$ cat src/rtl/mem_access_ctrl.sv
// mem_access_ctrl: CPU-side load/store initiator for a word-organised memory.
// Sub-word stores are done as read-modify-write because the memory only
// accepts whole-word writes. Memory controls are decoded from registered
// state only, so there is no combinational path from req_* to mem_*.
// Optional build macro: MEM_ACCESS_CTRL_BOUND_CHECK_EN rejects any request
// whose address bits above the memory word index are non-zero.
module mem_access_ctrl #(
  parameter int unsigned RAM_SIZE_BIT = 8,
  parameter int unsigned ADDR_W       = 32
) (
  input  logic              clk,
  input  logic              reset,
  input  logic              req_valid,
  output logic              req_ready,
  input  logic              req_write,
  input  logic [1:0]        req_size,
  input  logic              req_signed,
  input  logic [ADDR_W-1:0] req_addr,
  input  logic [31:0]       req_wdata,
  output logic              rsp_valid,
  output logic [31:0]       rsp_rdata,
  output logic              rsp_err,
  output logic [ADDR_W-1:0] mem_addr,
  output logic [31:0]       mem_wdata,
  output logic              mem_read,
  output logic              mem_write,
  input  logic [31:0]       mem_rdata
);

`ifdef MEM_ACCESS_CTRL_BOUND_CHECK_EN
  localparam bit BOUND_EN = 1'b1;
`else
  localparam bit BOUND_EN = 1'b0;
`endif

  typedef enum logic [1:0] {IDLE, RD, WR, DONE} state_t;

  state_t            state_q, state_d;
  logic              write_q;
  logic [1:0]        size_q;
  logic              signed_q;
  logic [ADDR_W-1:0] addr_q;
  logic [31:0]       wdata_q;
  logic [31:0]       word_q;
  logic [31:0]       rdata_q, rdata_d;
  logic              err_q;

  logic              accept;
  logic              upper_nz;
  logic              req_err;
  logic [7:0]        lane_b;
  logic [15:0]       lane_h;
  logic [31:0]       load_ext;
  logic [31:0]       merged;

  assign accept   = req_valid && (state_q == IDLE);
  assign upper_nz = |req_addr[ADDR_W-1:RAM_SIZE_BIT+2];
  assign req_err  = (req_size == 2'b11)
                 || ((req_size == 2'b01) && req_addr[0])
                 || ((req_size == 2'b10) && (req_addr[1:0] != 2'b00))
                 || (BOUND_EN && upper_nz);

  // Lane selection and extension of the live memory word for loads
  always_comb begin
    case (addr_q[1:0])
      2'd0:    lane_b = mem_rdata[7:0];
      2'd1:    lane_b = mem_rdata[15:8];
      2'd2:    lane_b = mem_rdata[23:16];
      default: lane_b = mem_rdata[31:24];
    endcase
    lane_h = addr_q[1] ? mem_rdata[31:16] : mem_rdata[15:0];
    case (size_q)
      2'b00:   load_ext = {{24{signed_q & lane_b[7]}}, lane_b};
      2'b01:   load_ext = {{16{signed_q & lane_h[15]}}, lane_h};
      default: load_ext = mem_rdata;
    endcase
  end

  // Write word: store data replaces the addressed lane(s) of the captured word
  always_comb begin
    merged = word_q;
    case (size_q)
      2'b00: begin
        case (addr_q[1:0])
          2'd0:    merged[7:0]   = wdata_q[7:0];
          2'd1:    merged[15:8]  = wdata_q[7:0];
          2'd2:    merged[23:16] = wdata_q[7:0];
          default: merged[31:24] = wdata_q[7:0];
        endcase
      end
      2'b01: begin
        if (addr_q[1]) merged[31:16] = wdata_q[15:0];
        else           merged[15:0]  = wdata_q[15:0];
      end
      default: merged = wdata_q;
    endcase
  end

  // Next-state and response-data selection
  always_comb begin
    state_d = state_q;
    rdata_d = rdata_q;
    case (state_q)
      IDLE: begin
        if (accept) begin
          if (req_err) begin
            state_d = DONE;
            rdata_d = '0;
          end else if (req_write && (req_size == 2'b10)) begin
            state_d = WR;
          end else begin
            state_d = RD;
          end
        end
      end
      RD: begin
        if (write_q) begin
          state_d = WR;
        end else begin
          state_d = DONE;
          rdata_d = load_ext;
        end
      end
      WR: begin
        state_d = DONE;
        rdata_d = '0;
      end
      default: state_d = IDLE;
    endcase
  end

  // State, request capture and response registers
  always_ff @(posedge clk) begin
    if (reset) begin
      state_q  <= IDLE;
      write_q  <= 1'b0;
      size_q   <= '0;
      signed_q <= 1'b0;
      addr_q   <= '0;
      wdata_q  <= '0;
      word_q   <= '0;
      rdata_q  <= '0;
      err_q    <= 1'b0;
    end else begin
      state_q <= state_d;
      rdata_q <= rdata_d;
      if (accept) begin
        write_q  <= req_write;
        size_q   <= req_size;
        signed_q <= req_signed;
        addr_q   <= req_addr;
        wdata_q  <= req_wdata;
        err_q    <= req_err;
      end
      if (state_q == RD) word_q <= mem_rdata;
    end
  end

  // Moore outputs
  always_comb begin
    req_ready = (state_q == IDLE);
    rsp_valid = (state_q == DONE);
    rsp_err   = (state_q == DONE) && err_q;
    rsp_rdata = rdata_q;
    mem_read  = (state_q == RD);
    mem_write = (state_q == WR);
    mem_addr  = '0;
    mem_wdata = '0;
    if ((state_q == RD) || (state_q == WR)) mem_addr = {addr_q[ADDR_W-1:2], 2'b00};
    if (state_q == WR) mem_wdata = merged;
  end

endmodule

$ cat config.mk
export PLATFORM = sky130hd
export DESIGN_NAME = mem_access_ctrl
export DESIGN_NICKNAME = d
export VERILOG_FILES = /design/src/rtl/mem_access_ctrl.sv
export SDC_FILE = /design/constraint.sdc
export NUM_CORES = 1
export LEC_CHECK = 0
export ABC_AREA = 1
export CAP_MARGIN = 0
export CORE_MARGIN = 4
export CORE_UTILIZATION = 48
export DETAILED_ROUTE_END_ITERATION = 12
export GPL_TIMING_DRIVEN = 0
export PLACE_DENSITY = 0.87
export SETUP_SLACK_MARGIN = 0.05
export SYNTH_ARGS = -nofsm -noshare
export SYNTH_HDL_FRONTEND = slang
export SYNTH_SLANG_ARGS = --single-unit
$ cat constraint.sdc
create_clock -name clk -period 2.1 [get_ports clk]
set_input_delay 0.21 -clock clk [delete_from_list [all_inputs] [get_ports clk]]
set_output_delay 0.21 -clock clk [all_outputs]
set_load 0.02 [all_outputs]
# Word level (Yosys, flattened, before mapping)
# Cells that the tools add are included.
# W data, S select, Z words.
# op_classes
eq_ne	12
bitwise	2
n_reduce_logical	15
mux	21
# ops
op	count
$mux W32	5
$pmux W32 S2	2
$pmux W32 S3	1
$mux W16	3
$mux W8	4
$pmux W8 S3	1
$eq A2 B2 Y1 const B	5
$eq A2 B1 Y1 const B	4
$logic_not A2 Y1	3
$mux W2	3
$pmux W2 S3	1
$logic_and A1 B1 Y1	5
$ne A2 B1 Y1 const B	2
$reduce_and A4 Y1	1
$logic_or A1 B1 Y1	3
$reduce_bool A3 Y1	1
$reduce_or A3 Y1	1
$and A1 B1 Y1	2
$ne A2 B2 Y1 const B	1
$reduce_bool A2 Y1	1
$mux W1	1
# word_totals
word_cells	59
ff_bits	135
output_inout_bits	101
input_bits	103

# Depth between registers and ports, before layout
# depth
depth_word	7
mapped_depth	10
ltp_nobuf	9

# Least setup slack after synthesis
# No wires, ideal clock.
# synth_timing
kind	flip-flop to flip-flop
start	reg state_q[0]
end	reg rdata_q[21] (netlist: rsp_rdata[21])
required_ps	1957
t_arrival_ps	1639
period_less_slack_ps	1782
slack_ps	318
stages_incl_launch_ff	11
cell_sequence	dfxtp_1 inv_1 ha_1 inv_1 nor2_1 nor2_2 nand3_2 clkbuf_1 nor2_1 nand2_2 a21oi_2
# synth_between
elab_chain_cells	4
elab_cells_between_ends	10
# synth_lines
item	line	text
start, declared	38	state_t state_q, state_d;
start signal, assigned	145	state_q <= state_d;
$logic_not A2 Y1 *	n/a	
via req_ready	14	output logic req_ready,
$logic_and A1 B1 Y1	56	assign accept = req_valid && (state_q == IDLE);
$ne A2 B1 Y1 (no source line)	n/a	
$reduce_and A4 Y1 (no source line)	n/a	
end signal, assigned	146	rdata_q <= rdata_d;
end, declared	45	logic [31:0] rdata_q, rdata_d;
# The timed path passes the listed nets; every way through them passes the cells marked *.
# A chain may end at the register's enable or synchronous reset.

# Worst setup path after layout
# layout_timing
start	reg addr_q[1]
end	out mem_wdata[21]
# layout_between
elab_chain_cells	4
elab_cells_between_ends	5
# layout_lines
item	line	text
start, declared	42	logic [ADDR_W-1:0] addr_q;
start signal, assigned	151	addr_q <= req_addr;
$eq A2 B2 Y1	84	case (addr_q[1:0])
$mux W8	84	
$pmux W32 S2 *	82	case (size_q)
$mux W32 *	170	if (state_q == WR) mem_wdata = merged;
end, declared	24	output logic [31:0] mem_wdata,
# Every way passes the cells marked *; elsewhere a longest branch is shown, timed or not.

==> impl_metrics.env <==
export IMPL_yosys_area_share_simple=0.2512
export IMPL_fin_skew_ns=0.006725
export IMPL_placement_setup_worst_slack_ns=-0.2586
export IMPL_buffer_ports_inserted=200
export IMPL_cpLargestDelayFamily="buffers and inverters"
export IMPL_timing_critical_path_from_type="flip-flop"
export IMPL_worst_path_most_repeated_cell="buf_4"
export IMPL_drv_cap=0
export IMPL_worst_path_max_delay_cell="dfxtp_4"
export IMPL_number_of_iterations_in_the_first_detailed_routing_pass=6
export IMPL_die_width_um=126.7
export IMPL_most_frequently_used_flop_master_after_synthesis="dfxtp_1"
export IMPL_synth_compound_area_share=0.2364
export IMPL_regToRegSetupSlack_ns=0.17
export IMPL_arithmetic_cell_share_of_the_synthesized_area_counting_full_adders_half_adders_and_majority_gates=0.007403
export IMPL_via_count=7901
export IMPL_setup_violations=0
export IMPL_post_synth_edffs=0
export IMPL_starting_utilization_of_the_core_area=0.4889
export IMPL_pwr_density_cell_nw_per_um2=1249
export IMPL_wire_length_of_the_first_global_routing_pass_um=36060
export IMPL_drt_wirelength_per_cell_um=16.47
export IMPL_place_gp_congestion=0.9840
export IMPL_finalHoldViolCount=0
export IMPL_p_r_area_growth_vs_syn_pct=44.42
export IMPL_worstHoldPathCells=2
export IMPL_synth_seq_area_share=0.3998
export IMPL_post_dp_hpwl_um=17720
export IMPL_synthCells=1023
export IMPL_worst_r2r_path_depth=10
export IMPL_avgViaCountPerCell=5.464
export IMPL_remaining_drc_errors=0
export IMPL_unrepaired_setup_endpoints_after_global_routing="yes"
export IMPL_synth_xor_xnor_area_share=0
export IMPL_synth_top_family_by_area="simple AND/OR/NAND/NOR gates"
export IMPL_floorplan_die_area_sq_um=16050
export IMPL_global_route_usage_total=0.2811
export IMPL_max_clock_path_buffers=2
export IMPL_max_vdd_ir_drop_mv=0.7826
export IMPL_r2r_start="state_q[1]$_SDFFE_PP0N_"
export IMPL_yosysUniqueCellTypes=36
export IMPL_drt_first_iter_violations=966
export IMPL_detail_route_antenna_nets=0
export IMPL_kind_of_capture_point_of_the_worst_setup_path="output port"
export IMPL_synth_area_mux_share=0
export IMPL_synth_warning_count=0
export IMPL_cp_cell_sequence="inv_6, buf_6, buf_4, a21oi_1, o21ai_0, a31oi_1, buf_4"
export IMPL_post_route_period_util=0.9702
export IMPL_max_slew_worst_pin_slew_ns=0.6542
export IMPL_hold_path_end="state_q[0]$_SDFFE_PP0N_"
export IMPL_tritoncts_num_buffers=17
export IMPL_synth_async_reset_ratio=0
export IMPL_cp_slowest_stage_delay_ns=0.39
export IMPL_htreeDepth=4
export IMPL_cp_startpoint="addr_q[1]$_SDFFE_PP0P_"
export IMPL_post_synth_cell_area_avg_sq_um=6.608
export IMPL_critPathArrivalTime_ns=1.83
export IMPL_gr_total_overflow=0
export IMPL_worst_endpoint_required_ns=1.89
export IMPL_status="finished, final reports clean"
export IMPL_critical_path_buf_inv_count=4
export IMPL_max_freq_ghz=0.4908
export IMPL_final_net_count=1362
export IMPL_cts_tree="done"
export IMPL_post_synth_instance_area_sq_um=6760
export IMPL_worst_slew_margin_rel=0.5638
export IMPL_worst_hold_startpoint="reset"
export IMPL_number_of_global_route_vias_before_repair=7323
export IMPL_rows=43
export IMPL_detail_route_wirelength_um=23810
export IMPL_drv_slew=0
export IMPL_finalSetupTns_ns=0
export IMPL_grt_start_max_net_pins=20
export IMPL_hold_class="in -> reg"
export IMPL_worstSetupPathType="reg -> out"
export IMPL_clock_insertion_delay_worst_skew_ns=0.42
export IMPL_grt_antenna_before_repair=0
export IMPL_die_y_um=126.7
export IMPL_worstReg2RegEnd="rsp_rdata[0]$_SDFFE_PP0P_"
export IMPL_cp_max_fanout=5
export IMPL_leakagePower_nw=4.261
export IMPL_period_needed_ns=2.037
export IMPL_drive_above_1_share=0.1572
export IMPL_clk_transition_reported_paths_ns=0.06
export IMPL_floorplan_io_pins=204
export IMPL_cts_root_buffer_cell="clkbuf_16"
export IMPL_worst_slack_ns=0.06253
export IMPL_floorplan_core_area_sq_um=13830
export IMPL_timing_hold_ws_ns=0.2217
export IMPL_postSynthRegisterBits=135
export IMPL_clkSinkCount=135
export IMPL_insertedDiodeCount=0
-- registers in the layout, summed over array words and instances (netlist names), 2 cells and up --
name       cells
state_q        2
wdata_q       32
word_q        32
rsp_rdata     32
addr_q        32
size_q         2
-- where the power goes --
group	switching, mW	internal (mW)	total, mW
logic	3.63	2.19	5.82
clock network	1.04	1.54	2.58
registers	0.514	3.27	3.79
total	5.19	7.01	12.2
-- placed cells by master (no fill, tap or decap), types with 19 or more instances in the layout --
cell type        count
clkdlybuf4s15_2     30
o21ai_1             32
dfxtp_1            130
nand2_1            170
o21ai_0            134
nand3_1             19
buf_4               30
clkdlybuf4s50_1    138
inv_1               93
nor2_1             189
clkbuf_1            37
a21oi_1             92
buf_2               26
-- cell usage after synthesis, types with 5 or more instances --
| cell type | count | area share |
|---|---|---|
| a21oi_1 | 96 | 0.071 |
| a21oi_2 | 10 | 0.013 |
| a31oi_1 | 5 | 0.0046 |
| buf_2 | 15 | 0.011 |
| buf_4 | 5 | 0.0056 |
| clkbuf_1 | 44 | 0.024 |
| dfxtp_1 | 135 | 0.40 |
| inv_1 | 97 | 0.054 |
| inv_2 | 6 | 0.0033 |
| nand2_1 | 172 | 0.096 |
| nand2_2 | 13 | 0.012 |
| nand3_1 | 19 | 0.014 |
| nor2_1 | 189 | 0.10 |
| o2111ai_1 | 6 | 0.0078 |
| o211ai_1 | 10 | 0.011 |
| o21ai_0 | 142 | 0.11 |
| o21ai_1 | 26 | 0.019 |
-- metal layers --
layer | routed length, um | GRT usage
met5 | 0 | 0
met4 | 856 | 0.1016
met3 | 2846 | 0.09811
met2 | 11290 | 0.4704
met1 | 8820 | 0.3342
-- metrics by stage --
stage / util / instances / total power, mW / instance area (sq um)
global route: 0.7061 / 1446 / 12.91 / 9763
finish: 0.7061 / 1446 / 12.20 / 9763
floorplan: - / 1024 / 7.094 / 6764
CTS: 0.6983 / 1441 / 11.80 / 9656
global placement: 0.6503 / 1404 / 8.933 / 8991
detailed placement: 0.6503 / 1404 / 9.078 / 8991
-- logic make-up after synthesis --
| family | after synthesis |
|---|---|
| other | 1 |
| DFF | 135 |
| AOI/OAI and AO/OA | 299 |
| buffers and inverters | 173 |
| and+or+nand+nor | 411 |
| adders and majority gates | 4 |
-- cell type report --
cell class                 count  area, sq um
buffer                        66        407.9
clock buffer                  25        475.5
clock inverter                 5        25.02
fill                        1132         4064
inverter                     106        422.9
multi-input combinational    716         3480
sequential                   135         2716
tap                          180        225.2
timing repair buffer         213         2011
-- what timing repair did --
item                                    CTS  global route
pin swaps                                 5            11
resized for setup                       254            81
setup buffers                             8             4
gates cloned                              0             1
hold buffers                              0             0
endpoints found under the setup margin   76           130
-- worst max path at each step --
stage | end | slack [ns] | cells after the start
global route | mem_wdata[6] | 0.01 | 8
finish | mem_wdata[21] | 0.06 | 7
detailed placement | mem_wdata[3] | -0.26 | 6
global placement | mem_wdata[11] | -0.22 | 7
floorplan | rsp_rdata[21]$_SDFFE_PP0P_ | 0.32 | 10
CTS | mem_wdata[1] | -0.08 | 6
Power figures use the tool's default switching activity.
